--- src/rtl/gyro_integrate_sched.sv ---
// Time-shares one external signed divider across the three gyro axes and integrates
// the quotients into roll/pitch/yaw, publishing all three together with a ready pulse.
module gyro_integrate_sched #(
  parameter int unsigned WIDTH   = 16,
  parameter int unsigned DIVISOR = 10,
  parameter int unsigned TIMEOUT = 64
) (
  input  logic                    clk_100mhz,
  input  logic                    rst_in,
  input  logic                    sample_valid,
  output logic                    sample_ready,
  input  logic signed [WIDTH-1:0] gx,
  input  logic signed [WIDTH-1:0] gy,
  input  logic signed [WIDTH-1:0] gz,
  input  logic                    zero_in,
  output logic                    div_start,
  output logic signed [WIDTH-1:0] div_a,
  output logic signed [WIDTH-1:0] div_b,
  input  logic                    div_done,
  input  logic signed [WIDTH-1:0] div_q,
  output logic signed [WIDTH-1:0] roll,
  output logic signed [WIDTH-1:0] pitch,
  output logic signed [WIDTH-1:0] yaw,
  output logic                    ready,
  output logic [7:0]              overrun_count,
  output logic                    div_err
);

  localparam int unsigned TW = $clog2(TIMEOUT + 1);

  typedef enum logic [1:0] {StIdle, StIssue, StWait, StDone} state_e;

  state_e                  state_q;
  logic [1:0]              axis_q;
  logic [TW-1:0]           tmo_q;
  logic [2:0][WIDTH-1:0]   smp_q;
  logic [2:0][WIDTH-1:0]   acc_q;
  logic [2:0][WIDTH-1:0]   acc_d;
  logic [2:0][WIDTH-1:0]   ang_q;
  logic signed [WIDTH-1:0] div_a_q;
  logic signed [WIDTH-1:0] next_a;
  logic                    ready_q;
  logic                    div_err_q;
  logic [7:0]              ovr_q;
  logic                    timed_out;
  logic                    step;
  logic                    last_axis;

  always_comb begin
    timed_out = (state_q == StWait) && !div_done && (tmo_q == TW'(TIMEOUT - 1));
    step      = (state_q == StWait) && (div_done || timed_out);
    last_axis = (axis_q == 2'd2);
    acc_d     = acc_q;
    next_a    = div_a_q;
    for (int i = 0; i < 3; i++) begin
      // A timed-out axis contributes nothing, so only a real quotient is added.
      if (step && div_done && (axis_q == 2'(i))) acc_d[i] = acc_q[i] + div_q;
      if ((axis_q + 2'd1) == 2'(i)) next_a = smp_q[i];
    end
    if (zero_in) acc_d = '0;
  end

  always_ff @(posedge clk_100mhz or negedge rst_in) begin
    if (!rst_in) begin
      state_q   <= StIdle;
      axis_q    <= 2'd0;
      tmo_q     <= '0;
      smp_q     <= '0;
      acc_q     <= '0;
      ang_q     <= '0;
      div_a_q   <= '0;
      ready_q   <= 1'b0;
      div_err_q <= 1'b0;
      ovr_q     <= 8'd0;
    end else begin
      acc_q   <= acc_d;
      ready_q <= 1'b0;
      if (sample_valid && (state_q != StIdle) && (ovr_q != 8'hFF)) ovr_q <= ovr_q + 8'd1;
      if (zero_in) ang_q <= '0;
      case (state_q)
        StIdle: begin
          if (sample_valid) begin
            smp_q   <= {gz, gy, gx};
            axis_q  <= 2'd0;
            div_a_q <= gx;
            state_q <= StIssue;
          end
        end
        StIssue: begin
          tmo_q   <= '0;
          state_q <= StWait;
        end
        StWait: begin
          if (step) begin
            if (timed_out) div_err_q <= 1'b1;
            if (last_axis) begin
              state_q <= StDone;
              ready_q <= 1'b1;
              if (!zero_in) ang_q <= acc_d;
            end else begin
              axis_q  <= axis_q + 2'd1;
              div_a_q <= next_a;
              state_q <= StIssue;
            end
          end else begin
            tmo_q <= tmo_q + TW'(1);
          end
        end
        StDone: state_q <= StIdle;
        default: state_q <= StIdle;
      endcase
    end
  end

  assign sample_ready  = (state_q == StIdle);
  assign div_start     = (state_q == StIssue);
  assign div_a         = div_a_q;
  assign div_b         = WIDTH'(DIVISOR);
  assign roll          = ang_q[0];
  assign pitch         = ang_q[1];
  assign yaw           = ang_q[2];
  assign ready         = ready_q;
  assign overrun_count = ovr_q;
  assign div_err       = div_err_q;

endmodule

--- config.mk ---
export PLATFORM = sky130hd
export DESIGN_NAME = gyro_integrate_sched
export DESIGN_NICKNAME = d
export VERILOG_FILES = /design/src/rtl/gyro_integrate_sched.sv
export SDC_FILE = /design/constraint.sdc
export NUM_CORES = 1
export LEC_CHECK = 0
export ABC_AREA = 1
export ABC_CLOCK_PERIOD_IN_PS = 1650
export BUFFER_PORTS_ARGS = -buffer_cell sky130_fd_sc_hd__buf_2
export CELL_PAD_IN_SITES_DETAIL_PLACEMENT = 1
export CELL_PAD_IN_SITES_GLOBAL_PLACEMENT = 2
export CORE_MARGIN = 3
export CORE_UTILIZATION = 30
export DETAILED_ROUTE_END_ITERATION = 8
export PLACE_DENSITY = 0.88
export SKIP_LAST_GASP = 1
export SYNTH_ARGS = -nofsm -noshare
export SYNTH_HDL_FRONTEND = slang
export SYNTH_SLANG_ARGS = --single-unit
--- constraint.sdc ---
create_clock -name clk_100mhz -period 1.65 [get_ports clk_100mhz]
set_clock_uncertainty 0.1 [all_clocks]
set_input_delay 0.165 -clock clk_100mhz [delete_from_list [all_inputs] [get_ports clk_100mhz]]
set_output_delay 0.165 -clock clk_100mhz [all_outputs]
set_load 0.02 [all_outputs]
# After elaboration in Yosys (flattened, before gate mapping)
# Index checks and enable logic that the tools add are counted.
dict set report totals {
  output_inout_bits 92
  elab_cells 88
  ff_bits 181
}
dict set report classes {
  n_reduce_logical 23
  n_addsub 6
  n_mux 29
  eq_ne 14
}
# operator count
set ops {}
lappend ops {{2-to-1 mux 48 bit} 6}
lappend ops {{2-to-1 mux 16 bit} 9}
lappend ops {{adder 16 bit} 3}
lappend ops {{one-hot mux 16 bit (2 select lines)} 1}
lappend ops {{one-hot mux 7 bit (2 select lines)} 1}
lappend ops {{2-to-1 mux 2 bit} 6}
lappend ops {{logical AND 1 bit} 9}
lappend ops {{adder 8 x 1 -> 8 bit (second input constant)} 1}
lappend ops {{equality test 2 bit (second input constant)} 4}
lappend ops {{inequality test 2 bit (second input constant)} 4}
lappend ops {{inequality test 8 bit (second input constant)} 1}
lappend ops {{one-hot mux 2 bit (4 select lines)} 1}
lappend ops {{adder 7 x 1 -> 7 bit (second input constant)} 1}
lappend ops {{equality test 7 x 6 -> 1 bit (second input constant)} 1}
lappend ops {{2-to-1 mux 7 bit} 1}
lappend ops {{equality test 2 x 1 -> 1 bit (second input constant)} 3}
lappend ops {{zero test 2 bit} 3}
lappend ops {{AND reduction 2 bit} 3}
lappend ops {{nonzero test 2 bit} 3}
lappend ops {{AND reduction 5 bit} 1}
lappend ops {{inequality test 4 x 1 -> 1 bit (second input constant)} 1}
lappend ops {{one-hot mux 2 bit (2 select lines)} 1}
lappend ops {{AND reduction 4 bit} 1}
lappend ops {{2-to-1 mux 1 bit} 3}
lappend ops {{4 further kinds} 4}

# Depth between registers and ports, before layout
# Gate-level depths: netlist of the first run.
dict set report depth {
  ltp_word 13
  ltp_mapped 12
  mapped_depth_nobuf 12
}

# Worst setup path after synthesis of the first run
# Ideal clock, no wire load.
dict set report synth_path {
  kind {flip-flop to flip-flop}
  from {register acc_q[32] (netlist bit)}
  to {register ang_q (netlist bit yaw[4])}
  required_ns 1.419
  stages_incl_launch_ff 9
  slack_ns -0.194
  setup_ns 0.131
  arrival_time_ns 1.613
  cell_sequence {dfrtp_1 > ha_1 > fa_1 > nand2_1 > nand2_1 > and2_1 > xor2_1 > o21ai_0 > o21ai_1}
}
dict set report synth_between {
  elab_chain_cells 7
}
# item line
set synth_rtl {}
lappend synth_rtl {{from (decl)} 37} ;# logic [2:0][WIDTH-1:0] acc_q;
lappend synth_rtl {{from (signal assigned)} 69} ;# acc_q <= '0;
lappend synth_rtl {{from (signal assigned)} 76} ;# acc_q <= acc_d;
lappend synth_rtl {{adder 16 bit} 57} ;# if (step && div_done && (axis_q == 2'(i))) acc_d[i] = acc_q[i] + div_q;
lappend synth_rtl {{2-to-1 mux 16 bit} 57}
lappend synth_rtl {{2-to-1 mux 48 bit} 60} ;# if (zero_in) acc_d = '0;
lappend synth_rtl {{2-to-1 mux 48 bit} 99} ;# if (!zero_in) ang_q <= acc_d;
lappend synth_rtl {{2-to-1 mux 48 bit} 96} ;# if (last_axis) begin
lappend synth_rtl {{2-to-1 mux 48 bit} 94} ;# if (step) begin
lappend synth_rtl {{2-to-1 mux 48 bit} 80} ;# case (state_q)
lappend synth_rtl {{to (signal assigned)} 70} ;# ang_q <= '0;
lappend synth_rtl {{to (signal assigned)} 79} ;# if (zero_in) ang_q <= '0;
lappend synth_rtl {{to (signal assigned)} 99}
lappend synth_rtl {{to (decl)} 39} ;# logic [2:0][WIDTH-1:0] ang_q;
# No other way between the ends.
# A chain may end at the register's enable or synchronous reset.

# Worst setup path in the final report of the first run
dict set report layout_path {
  from {register tmo_q[0]}
  to {register div_a_q[5], in the netlist div_a[5]}
}
dict set report layout_between {
  elab_chain_cells 6
}
# item line
set layout_rtl {}
lappend layout_rtl {{from (decl)} 35} ;# logic [TW-1:0] tmo_q;
lappend layout_rtl {{from (signal assigned)} 106} ;# tmo_q <= tmo_q + TW'(1);
lappend layout_rtl {{equality test 7 x 6 -> 1 bit} 50} ;# timed_out = (state_q == StWait) && !div_done && (tmo_q == TW'(TIMEOUT - 1));
lappend layout_rtl {{logical AND 1 bit} 50}
lappend layout_rtl {{logical OR 1 bit} 51} ;# step = (state_q == StWait) && (div_done || timed_out);
lappend layout_rtl {{logical AND 1 bit} 51}
lappend layout_rtl {{inequality test 2 bit (no line)} --}
lappend layout_rtl {{AND reduction 5 bit (no line)} --}
lappend layout_rtl {{to (signal assigned)} 85} ;# div_a_q <= gx;
lappend layout_rtl {{to (signal assigned)} 102} ;# div_a_q <= next_a;
lappend layout_rtl {{to (decl)} 40} ;# logic signed [WIDTH-1:0] div_a_q;
# No other way between the ends.

==> results of run 1 <==
==> kinds of logic (layout without fill, tap and decap cells) <==
| group | after synthesis | in the layout |
|---|---|---|
| xor+xnor | 26 | 26 |
| buf+inv | 255 | 587 |
| other cells | 2 | 16 |
| mux | 33 | 33 |
| simple gates | 646 | 647 |
| flops | 181 | 181 |
| compound gates | 190 | 190 |
| fa+ha+maj | 56 | 56 |
==> layout make-up <==
cell class,instances,area (sq um)
Clock buffer,18,429
Timing Repair Buffer,360,3070
Tap cell,455,569
Clock inverter,14,156
Inverter,194,753
Fill cell,4024,18200
Multi-Input combinational cell,968,7360
Timing Repair inverter,1,6.26
Sequential cell,181,4530
==> cells in the mapped netlist (16+ instances only) <==
master      n  share of area
nand3_1   157          0.073
o21ai_0    75          0.035
mux2_2     33          0.034
xnor2_1    16          0.013
dfrtp_1   181           0.42
nor2_1     60          0.021
nand2_1   390           0.14
a21oi_1    60          0.028
o21a_1     38          0.026
ha_1       53          0.061
inv_1     187          0.065
buf_4      26          0.018
clkbuf_1   23         0.0080
==> worst min-delay path, stage by stage <==
cell and delay (ps):
buf_2 80, inv_2 60, buf_12 170, nand3_2 90, nand2_1 40
==> registers in the layout, indices dropped and copies added, names as in the netlist <==
signal         count
div_a             16
acc_q             48
div_err            1
state_q            2
yaw               16
overrun_count      8
pitch             16
axis_q             2
smp_q             48
ready              1
tmo_q              7
roll              16
==> layer usage <==
layer	up-vias	global-route usage	routed length [um]
li1	5089	-	-
met2	297	0.382	23600
met4	0	0.0650	1600
met1	5516	0.254	17900
met3	92	0.0501	2140
met5	-	0	0
==> where the power goes <==
part	leakage, nW	switching (mW)	internal [mW]
sequential	2.38	0.782	5.49
combinational	5.99	5.09	3.98
clock	0.287	2.16	2.03
==> stage by stage <==
step | cell area (sq um) | instances
after detailed placement | 12900 | 2054
after floorplan | 10900 | 1403
after global placement | 12900 | 2054
after CTS | 15600 | 2167
final | 16900 | 2191
after global routing | 16900 | 2191
==> cells in the final DEF (no fill, tap or decap), types with 15 or more instances in the layout <==
| cell type | count |
|---|---|
| dfrtp_1 | 179 |
| nand2_2 | 94 |
| buf_4 | 114 |
| buf_6 | 19 |
| dlygate4sd3_1 | 49 |
| buf_2 | 141 |
| nand2_1 | 264 |
| ha_4 | 38 |
| buf_12 | 22 |
| nand3_4 | 32 |
| mux2_2 | 32 |
| inv_2 | 15 |
| o21ai_0 | 58 |
| clkbuf_16 | 21 |
| a21oi_1 | 48 |
| nand2_4 | 37 |
| nor2_1 | 45 |
| inv_1 | 174 |
| nand3_1 | 59 |
| conb_1 | 16 |
| nand3_2 | 70 |
| o21a_1 | 36 |
==> worst max path at each step <==
stage	endpoint	slack, ps	depth (start not counted)
5_1_grt	pitch[12]	-500	11
4_1_cts	roll[4]	-300	9
2_1_floorplan	roll[8]	-120	11
3_5_place_dp	yaw[10]	-320	12
6_report	div_a[5]	-410	11
3_3_place_gp	yaw[10]	-270	12
==> repair_timing <==
item / in CTS / in global routing
endpoints found under the setup margin: 115 / 156
gates resized for setup: 226 / 263
setup buffers: 21 / 28
hold endpoints to repair: 236 / 0
hold buffers: 49 / 0
gates cloned: 12 / 6
pin swaps: 59 / 134
==> key figures, run 1 <==
Status
  • Run status: finished with violations
  • Violated checks: negative setup slack

Worst setup path
  • Critical path fanouts, max: 5
  • Reg2Reg Depth: 11
  • Crit path from: tmo_q[0]
  • Kind of critical path: register to register
  • Startpoint Class: register
  • Ordered cell list for the critical path: ha_4 > nand3_4 > nor2_4 > nand2_4 > nor2_8 > buf_6 > o21ai_4 > a21oi_4 > clkbuf_16 > nand3_1 > nand2_1
  • Critical R2R Capture: div_a[5]
  • Endpoint type of the worst setup path: register
  • Worst EP arrival: 2360 ps
  • Reg-to-reg slack, setup: -410 ps
  • Slowest CP cell: dfrtp_1
  • Family with the most delay on the worst path: simple AND/OR/NAND/NOR gates
  • Reg2reg start: tmo_q[0]
  • CP Buf/Inv Count: 2
  • CP required: 1950 ps
  • Max incr delay on CP: 420 ps

Final layout
  • Synthesis-to-finish area growth: 55.8%
  • Util after Layout: 0.481
  • Share of cells above drive strength 1: 0.437
  • Nets: 1,848
  • N_diodes: 0

CTS
  • CTS sink cnt: 181
  • Cts bufs inserted: 17
  • H-tree Lvls: 4
  • Clock tree buffer depth: 2
  • Worst-skew pair later-pin latency: 470 ps
  • CTS tree: done
  • Root Driver: clkbuf_16
  • Clk pin slew, worst setup/hold paths: 80 ps

Routing
  • DR pass1 iterations: 5
  • Vias per cell: 5.02
  • Antenna viol nets, final: 0
  • First DRT Iteration DRCs: 436
  • DRT Wirelength: 45.2 mm
  • Routed WL per cell: 20.6 um
  • Drt drc: 0
  • Vias: 11,000

Flow run
  • Max cap viols: 0

Die
  • Area of the core: 35,100 sq um
  • Die Y: 196 um
  • Starting density of the core: 0.309
  • Die ar.: 38,400 sq um
  • I/O pins: 161
  • Chip Width: 196 um
  • # rows: 68

Global route
  • Largest net degree at the start of global routing: 48
  • Total track usage: 0.213
  • Initial antenna violation count: 0
  • Overflow after GRT: 0
  • Vias in the first global route: 11,800
  • Global-route wire length before repair: 64.3 mm

Worst hold path
  • Hold Startpoint: zero_in
  • HP Class: input pin to register
  • Hold depth: 5
  • Hold EP: pitch[14]

STA
  • Final setup vio count: 112
  • Fin. Hold Viols: 0
  • Max Clk Rate: 0.486 GHz
  • RSZ-0062 raised after global routing: true
  • Fin crit share: 1.25
  • Worst-margin pin slew: 539 ps
  • Setup WS post-layout: -409 ps
  • Fin. max-slew vios: 0
  • Final min period: 2060 ps
  • Slew HR: 0.640
  • WHS: 74.0 ps
  • Setup TNS: -31,900 ps

Synth
  • Mean Syn Cell Area: 7.80 sq um
  • Post-synthesis mux area share: 0.0343
  • Number of synthesized flops with an enable pin: 0
  • Post-synthesis adder-cell area fraction: 0.0668
  • Largest family of logic cells by synthesized area: simple AND/OR/NAND/NOR gates
  • Gate Count Post-Synth: 1,389
  • Xor/xnor cell area share of the yosys netlist: 0.0210
  • Complex-gate fraction of the synthesized area: 0.102
  • Synth Register Bits: 181
  • Asr flop ratio synth: 1.00
  • Synth Area in Simple Gates: 0.255
  • Post-synthesis sequential area ratio: 0.418
  • Synth warn: 0
  • Yosys cell types: 42
  • Cell Area, Synth: 10,800 sq um
  • Post-synth top flop: dfrtp_1

Power and ir drop
  • Peak supply drop: 0.000740 V
  • Total Power: 19.5 mW
  • P_leak: 8.65 nW
  • Cell Pwr Density: 1160 nW/um^2

Place
  • Final HPWL DP: 25.9 mm
  • Gp weighted congestion: 0.836
  • Pre-CTS WS: -318 ps
  • # port buffers: 144
Note: power is estimated with default switching activity, not from simulation.
==> run 2: changes to the inputs <==
- ABC_CLOCK_PERIOD_IN_PS: 1650 -> default
- PLACE_DENSITY: 0.88 -> default
- PLACE_DENSITY_LB_ADDON: default -> 0.1
==> key figures, run 2 (synthesis results as in run 1) <==
Worst setup path
  • Endpoint type of the worst setup path: register
  • Worst EP arrival: 2230 ps (-130 ps)
  • Kind of critical path: register to register
  • Startpoint Class: register
  • Family with the most delay on the worst path: simple AND/OR/NAND/NOR gates
  • Reg-to-reg slack, setup: -340 ps (+70 ps)
  • CP Buf/Inv Count: 2 (unchanged)
  • Max incr delay on CP: 420 ps (about the same)
  • Crit path to: roll[9]
  • Crit path depth: 10 (-1)
  • Critical path fanouts, max: 6 (+1)
  • Ordered cell list for the critical path: ha_4 > nand3_4 > nor2_4 > nand2_4 > nor2_8 > o211ai_4 > clkinv_4 > buf_12 > nand3_1 > nand2_1
  • Critical R2R Capture: roll[9]
  • Crit path from: tmo_q[1]
  • Slowest CP cell: dfrtp_1
  • Reg2Reg Depth: 10 (-1)
  • CP required: 1890 ps (-60 ps)
  • Reg2reg start: tmo_q[1]

Routing
  • Routed WL per cell: 18.3 um (-11%)
  • Vias: 10,400 (-5.2%)
  • Vias per cell: 4.75 (-5.4%)
  • Antenna viol nets, final: 0 (unchanged)
  • DR pass1 iterations: 6 (+1)
  • First DRT Iteration DRCs: 328 (-25%)
  • Drt drc: 0 (unchanged)
  • DRT Wirelength: 40.3 mm (-11%)

STA
  • Setup WS post-layout: -342 ps (+67.0 ps)
  • RSZ-0062 raised after global routing: true
  • Final min period: 1990 ps (-67.0 ps)
  • Setup TNS: -24,050 ps (+7850 ps)
  • Final setup vio count: 110 (-1.8%)
  • Fin. Hold Viols: 0 (unchanged)
  • Max Clk Rate: 0.502 GHz (+3.4%)
  • Fin. max-slew vios: 0 (unchanged)
  • Fin crit share: 1.21 (-0.0406)

Place
  • Final HPWL DP: 27.0 mm (+4.5%)
  • # port buffers: 144 (unchanged)
  • Inst Count DP: 2,075 (+1.0%)
  • Gp weighted congestion: 0.818 (-2.1%)

Final layout
  • Commonest non-fill, non-tap cell in the layout: nand2_1
  • Final-layout fill cell count: 4,130 (+2.6%)
  • Largest registers: acc_q x48, smp_q x48
  • Share of cells above drive strength 1: 0.413 (-0.0242)
  • Nets: 1,853 (+0.27%)
  • Sequential cell area: 4530 sq um (unchanged)
  • Post-route non-filler standard cell count: 2,196 (+0.23%)
  • Multi-input gate area: 7080 sq um (-3.8%)
  • N_diodes: 0 (unchanged)
  • Most frequent cells in the layout: nand2_1 (287), dfrtp_1 (179), inv_1 (174)
  • Synthesis-to-finish area growth: 52.3%

Die
  • Area of the core: 35,100 sq um (unchanged)
  • Starting density of the core: 0.309 (unchanged)
  • Chip Width: 196 um (unchanged)
  • Die Y: 196 um (unchanged)
  • Die ar.: 38,400 sq um (unchanged)
  • I/O pins: 161 (unchanged)
  • # rows: 68 (unchanged)

Flow run
  • Max cap viols: 0 (unchanged)

CTS
  • Worst-skew pair later-pin latency: 450 ps (-20 ps)
  • Cts bufs inserted: 17 (unchanged)
  • H-tree Lvls: 4 (unchanged)
  • CTS tree: done
  • Root Driver: clkbuf_16
  • CTS sink cnt: 181 (unchanged)
  • Clk pin slew, worst setup/hold paths: 80 ps (about the same)
  • Clock tree buffer depth: 2 (unchanged)

Worst hold path
  • Hold depth: 5 (unchanged)
  • HP Class: input pin to register

Global route
  • Overflow after GRT: 0 (unchanged)
  • Global-route wire length before repair: 61.7 mm (-4.1%)
  • Vias in the first global route: 11,300 (-4.6%)
  • Largest net degree at the start of global routing: 43 (-10%)
  • Initial antenna violation count: 0 (unchanged)
  • Total track usage: 0.203 (-0.0102)

Power and ir drop
  • Peak supply drop: 0.000735 V (-0.70%)
  • Cell Pwr Density: 1150 nW/um^2 (-1.1%)
  • P_leak: 8.53 nW (-1.5%)

Status
  • Violated checks: negative setup slack
  • Run status: finished with violations
-- run 2: changes by cell type in the layout (fill, tap and decap cells not counted), moves of 4 or more --
| cell | delta |
|---|---|
| buf_6 | -7 |
| nand3_2 | -20 |
| nand2_4 | -11 |
| nor2_2 | +10 |
| nand3_4 | -8 |
| nor2_1 | -6 |
| nor2_4 | -4 |
| buf_4 | +19 |
| buf_16 | -5 |
| nand2_1 | +23 |
| nand3_1 | +28 |
| nand2_2 | -14 |
-- run 2: worst min path at each step --
stage	startpoint	to	slack (ps)
final	zero_in	yaw[5]	80
after global routing	zero_in	yaw[5]	80
after floorplan	rst_in	acc_q[0]	-230
after global placement	rst_in	acc_q[9]	60
after detailed placement	rst_in	acc_q[13]	60
after CTS	sample_valid	overrun_count[2]	50
-- run 2: metrics by stage --
step / setup slack, ps / hold WS (ps) / area, sq um / power (mW) / util
after floorplan: -119 / -231 / 10900 / 10.4 / -
after global placement: -348 / 55.5 / 13000 / 13.0 / 0.372
after detailed placement: -409 / 57.4 / 13000 / 13.2 / 0.372
after CTS: -286 / 45.3 / 15400 / 18.4 / 0.440
after global routing: -420 / 82.6 / 16500 / 20.3 / 0.471
final: -342 / 79.3 / 16500 / 18.9 / 0.471
-- run 2: final cells by class --
class / instances / area share
Sequential cell: 181 / 0.275
Tap cell: 455 / 0.0345
Multi-Input combinational cell: 968 / 0.429
Inverter: 194 / 0.0455
Clock buffer: 19 / 0.0268
Clock inverter: 13 / 0.00963
Timing Repair Buffer: 365 / 0.180
Timing Repair inverter: 1 / 0.000379
-- run 2: timing repair --
action / CTS / global route
cloned: 5 / 7
setup endpoints to repair: 119 / 159
hold buffers: 49 / 0
setup buffers: 14 / 24
resized for setup: 210 / 203
endpoints found under the hold margin: 212 / 0
pin swaps: 51 / 83
-- run 2: tightest hold or removal path: cells and delay by family --
| family | cells | cell delay [ps] |
|---|---|---|
| buffers and inverters | 3 | 290 |
| and+or+nand+nor | 1 | 80 |
| AOI/OAI and AO/OA | 1 | 50 |
-- run 2: report_power, final --
group / switching [mW] / internal, mW
registers: 0.679 / 5.49
logic: 4.64 / 3.69
clock network: 2.06 / 2.33
total: 7.38 / 11.5
-- run 2: layer usage --
| layer | global-route usage | wire length [um] | up-vias |
|---|---|---|---|
| met5 | 0 | 0 | - |
| met4 | 0.0578 | 624 | 0 |
| met3 | 0.0242 | 987 | 30 |
| met2 | 0.367 | 20800 | 144 |
| met1 | 0.256 | 17900 | 5142 |
| li1 | - | - | 5106 |
==> run 3: changes to the inputs <==
- ABC_AREA: 1 -> default
- CORE_UTILIZATION: 30 -> 33
- RECOVER_POWER: default -> 25
- SETUP_SLACK_MARGIN: default -> 0.4
==> key figures, run 3 <==
Die
  • Chip Width: 181 um (-7.4%)
  • # rows: 63 (-7.4%)
  • I/O pins: 161 (unchanged)
  • Area of the core: 30,000 sq um (-15%)
  • Die ar.: 32,900 sq um (-14%)
  • Die Y: 181 um (-7.4%)
  • Starting density of the core: 0.339 (+0.0301)

CTS
  • H-tree Lvls: 4 (unchanged)
  • Root Driver: clkbuf_16
  • Clk pin slew, worst setup/hold paths: 90 ps (about the same)
  • Worst-skew pair later-pin latency: 450 ps (about the same)
  • Clock tree buffer depth: 2 (unchanged)
  • CTS tree: done
  • CTS sink cnt: 181 (unchanged)
  • Cts bufs inserted: 17 (unchanged)

Flow run
  • Max cap viols: 0 (unchanged)

Synth
  • Top-area cell type share of the netlist area: 0.446 (+0.0277)
  • Yosys cell types: 67 (+60%)
  • Number of synthesized flops with an enable pin: 0 (unchanged)
  • Gate Count Post-Synth: 1,028 (-26%)
  • Mean Syn Cell Area: 9.88 sq um (+27%)
  • Top post-synthesis cells by area: dfrtp_1 (45%), mux2_2 (7.2%), ha_1 (6.5%), nor2_1 (4.4%), nand2_1 (4.0%)
  • Most common cell in the synthesized netlist: dfrtp_1
  • Cell Area, Synth: 10,200 sq um (-6.2%)
  • Synth warn: 0 (unchanged)
  • Post-synth top area cell: dfrtp_1
  • Post-synth top flop: dfrtp_1
  • Post-synthesis sequential area ratio: 0.446 (+0.0277)
  • Synth Register Bits: 181 (unchanged)
  • Synth top cells by count: dfrtp_1 (181), nor2_1 (119), nand2_1 (107)
  • Asr flop ratio synth: 1.00 (unchanged)

Final layout
  • Nets: 1,658 (-11%)
  • Multi-input gate area: 6940 sq um (-2.0%)
  • Synthesis-to-finish area growth: 74.5%
  • Fin area: 17,700 sq um (+7.5%)
  • Final-layout fill cell count: 3,098 (-25%)
  • Commonest non-fill, non-tap cell in the layout: buf_4
  • N_diodes: 0 (unchanged)
  • Largest registers: acc_q x48, smp_q x48
  • Sequential cell area: 4540 sq um (+0.19%)
  • Share of cells above drive strength 1: 0.546 (+0.133)
  • Most frequent cells in the layout: buf_4 (248), dfrtp_1 (172), buf_6 (145)

Global route
  • Vias in the first global route: 10,800 (-4.4%)
  • Global-route wire length before repair: 59.2 mm (-4.0%)
  • Total track usage: 0.224 (+0.0210)
  • Overflow after GRT: 0 (unchanged)
  • Largest net degree at the start of global routing: 51 (+19%)
  • Initial antenna violation count: 0 (unchanged)

Place
  • Final HPWL DP: 23.9 mm (-11%)
  • Gp weighted congestion: 0.871 (+6.4%)
  • # port buffers: 144 (unchanged)
  • Placed Instance Area: 13,500 sq um (+3.4%)

Status
  • Run status: finished with violations
  • Violated checks: negative setup slack

Worst setup path
  • Reg2Reg Depth: 10 (unchanged)
  • Worst EP arrival: 2730 ps (+500 ps)
  • Crit path from: acc_q[3]
  • Reg2reg start: acc_q[3]
  • Endpoint type of the worst setup path: register
  • Crit path to: roll[13]
  • Startpoint Class: register
  • Critical path fanouts, max: 2 (-4)
  • Kind of critical path: register to register
  • CP required: 1870 ps (-20 ps)
  • Reg-to-reg slack, setup: -860 ps (-520 ps)
  • Critical R2R Capture: roll[13]

Power and ir drop
  • Peak supply drop: 0.000899 V (+22%)
  • Cell Pwr Density: 1220 nW/um^2 (+6.5%)
  • P_leak: 8.37 nW (-1.8%)
  • Total Power: 21.6 mW (+14%)

STA
  • WHS: 46.6 ps (-32.7 ps)
  • Max Clk Rate: 0.398 GHz (-21%)
  • Fin. Hold Viols: 0 (unchanged)
  • Slew HR: 0.421
  • Worst-margin pin slew: 868 ps
  • Fin. max-slew vios: 0 (unchanged)
  • Final setup vio count: 178 (+62%)
  • RSZ-0062 raised after global routing: true
  • Setup WS post-layout: -863 ps (-521 ps)
  • Final min period: 2510 ps (+521 ps)
  • Fin crit share: 1.52 (+0.315)

Routing
  • DRT Wirelength: 37.7 mm (-6.4%)
  • Vias: 9,712 (-6.8%)
  • First DRT Iteration DRCs: 337 (+2.7%)
  • Routed WL per cell: 19.5 um (+6.2%)
  • Antenna viol nets, final: 0 (unchanged)
  • DR pass1 iterations: 5 (-1)
  • Drt drc: 0 (unchanged)
  • Vias per cell: 5.02 (+5.7%)

Worst hold path
  • HP Class: input pin to register
[run 3: where the power goes]
part | internal (mW) | switching, mW | total [mW] | leakage, nW
Combinational | 6.10 | 4.70 | 10.8 | 5.70
Clock | 2.13 | 2.36 | 4.49 | 0.306
Sequential | 5.52 | 0.819 | 6.33 | 2.36
[run 3: through the flow]
stage                     instances  setup TNS, ps  setup slack [ps]   util
final                          1936         -61270              -863  0.592
after CTS                      1878         -55810              -939  0.557
after global placement         1722         -57060              -908  0.450
after global routing           1936         -76030              -971  0.592
after floorplan                1042         -37180              -877      -
after detailed placement       1722         -59700              -961  0.450
[run 3: timing repair]
item | CTS | global route
endpoints found under the setup margin | 255 | 257
pin swaps | 81 | 81
hold buffers | 49 | 0
gates resized for setup | 327 | 136
setup buffers | 66 | 57
hold endpoints to repair | 162 | 0
gates cloned | 9 | 1
[run 3: cell families after synthesis]
kind of cell | share of synthesized area
flip-flops | 0.446
other | 0.000739
adder cells (fa/ha/maj) | 0.0712
AND/OR/NAND/NOR | 0.149
buffers and inverters | 0.0422
AO/OA/AOI/OAI | 0.151
multiplexers | 0.103
XOR/XNOR | 0.0362
[run 3: worst min-delay path by stage]
stage,from,endpoint,depth (start not counted)
2_1_floorplan,rst_in,acc_q[0],0
3_3_place_gp,rst_in,pitch[3],1
3_5_place_dp,rst_in,pitch[3],1
4_1_cts,sample_valid,overrun_count[1],5
5_1_grt,div_done,tmo_q[0],4
6_report,div_done,tmo_q[0],4
[run 3: layer usage]
layer,global-route usage,vias up,share of wire
li1,-,4636,-
met1,0.281,4901,0.43
met2,0.403,148,0.52
met3,0.0355,27,0.031
met4,0.0582,0,0.016
met5,0,-,0
[run 3: critical path: stages, from the launching register on]
cell      delay (ps)
dfrtp_1          410
ha_4             220
a21o_1           170
a21oi_2          180
a211oi_1         100
or4_4            500
buf_4            150
buf_6            110
xnor2_1          110
mux2i_1          250
a211oi_2         110
[run 3: layout make-up]
cell class	instances	share of cell area
Clock inverter	15	0.0122
Inverter	13	0.00360
Multi-Input combinational cell	775	0.391
Tap cell	390	0.0275
Timing Repair Buffer	545	0.285
Sequential cell	181	0.256
Clock buffer	17	0.0240
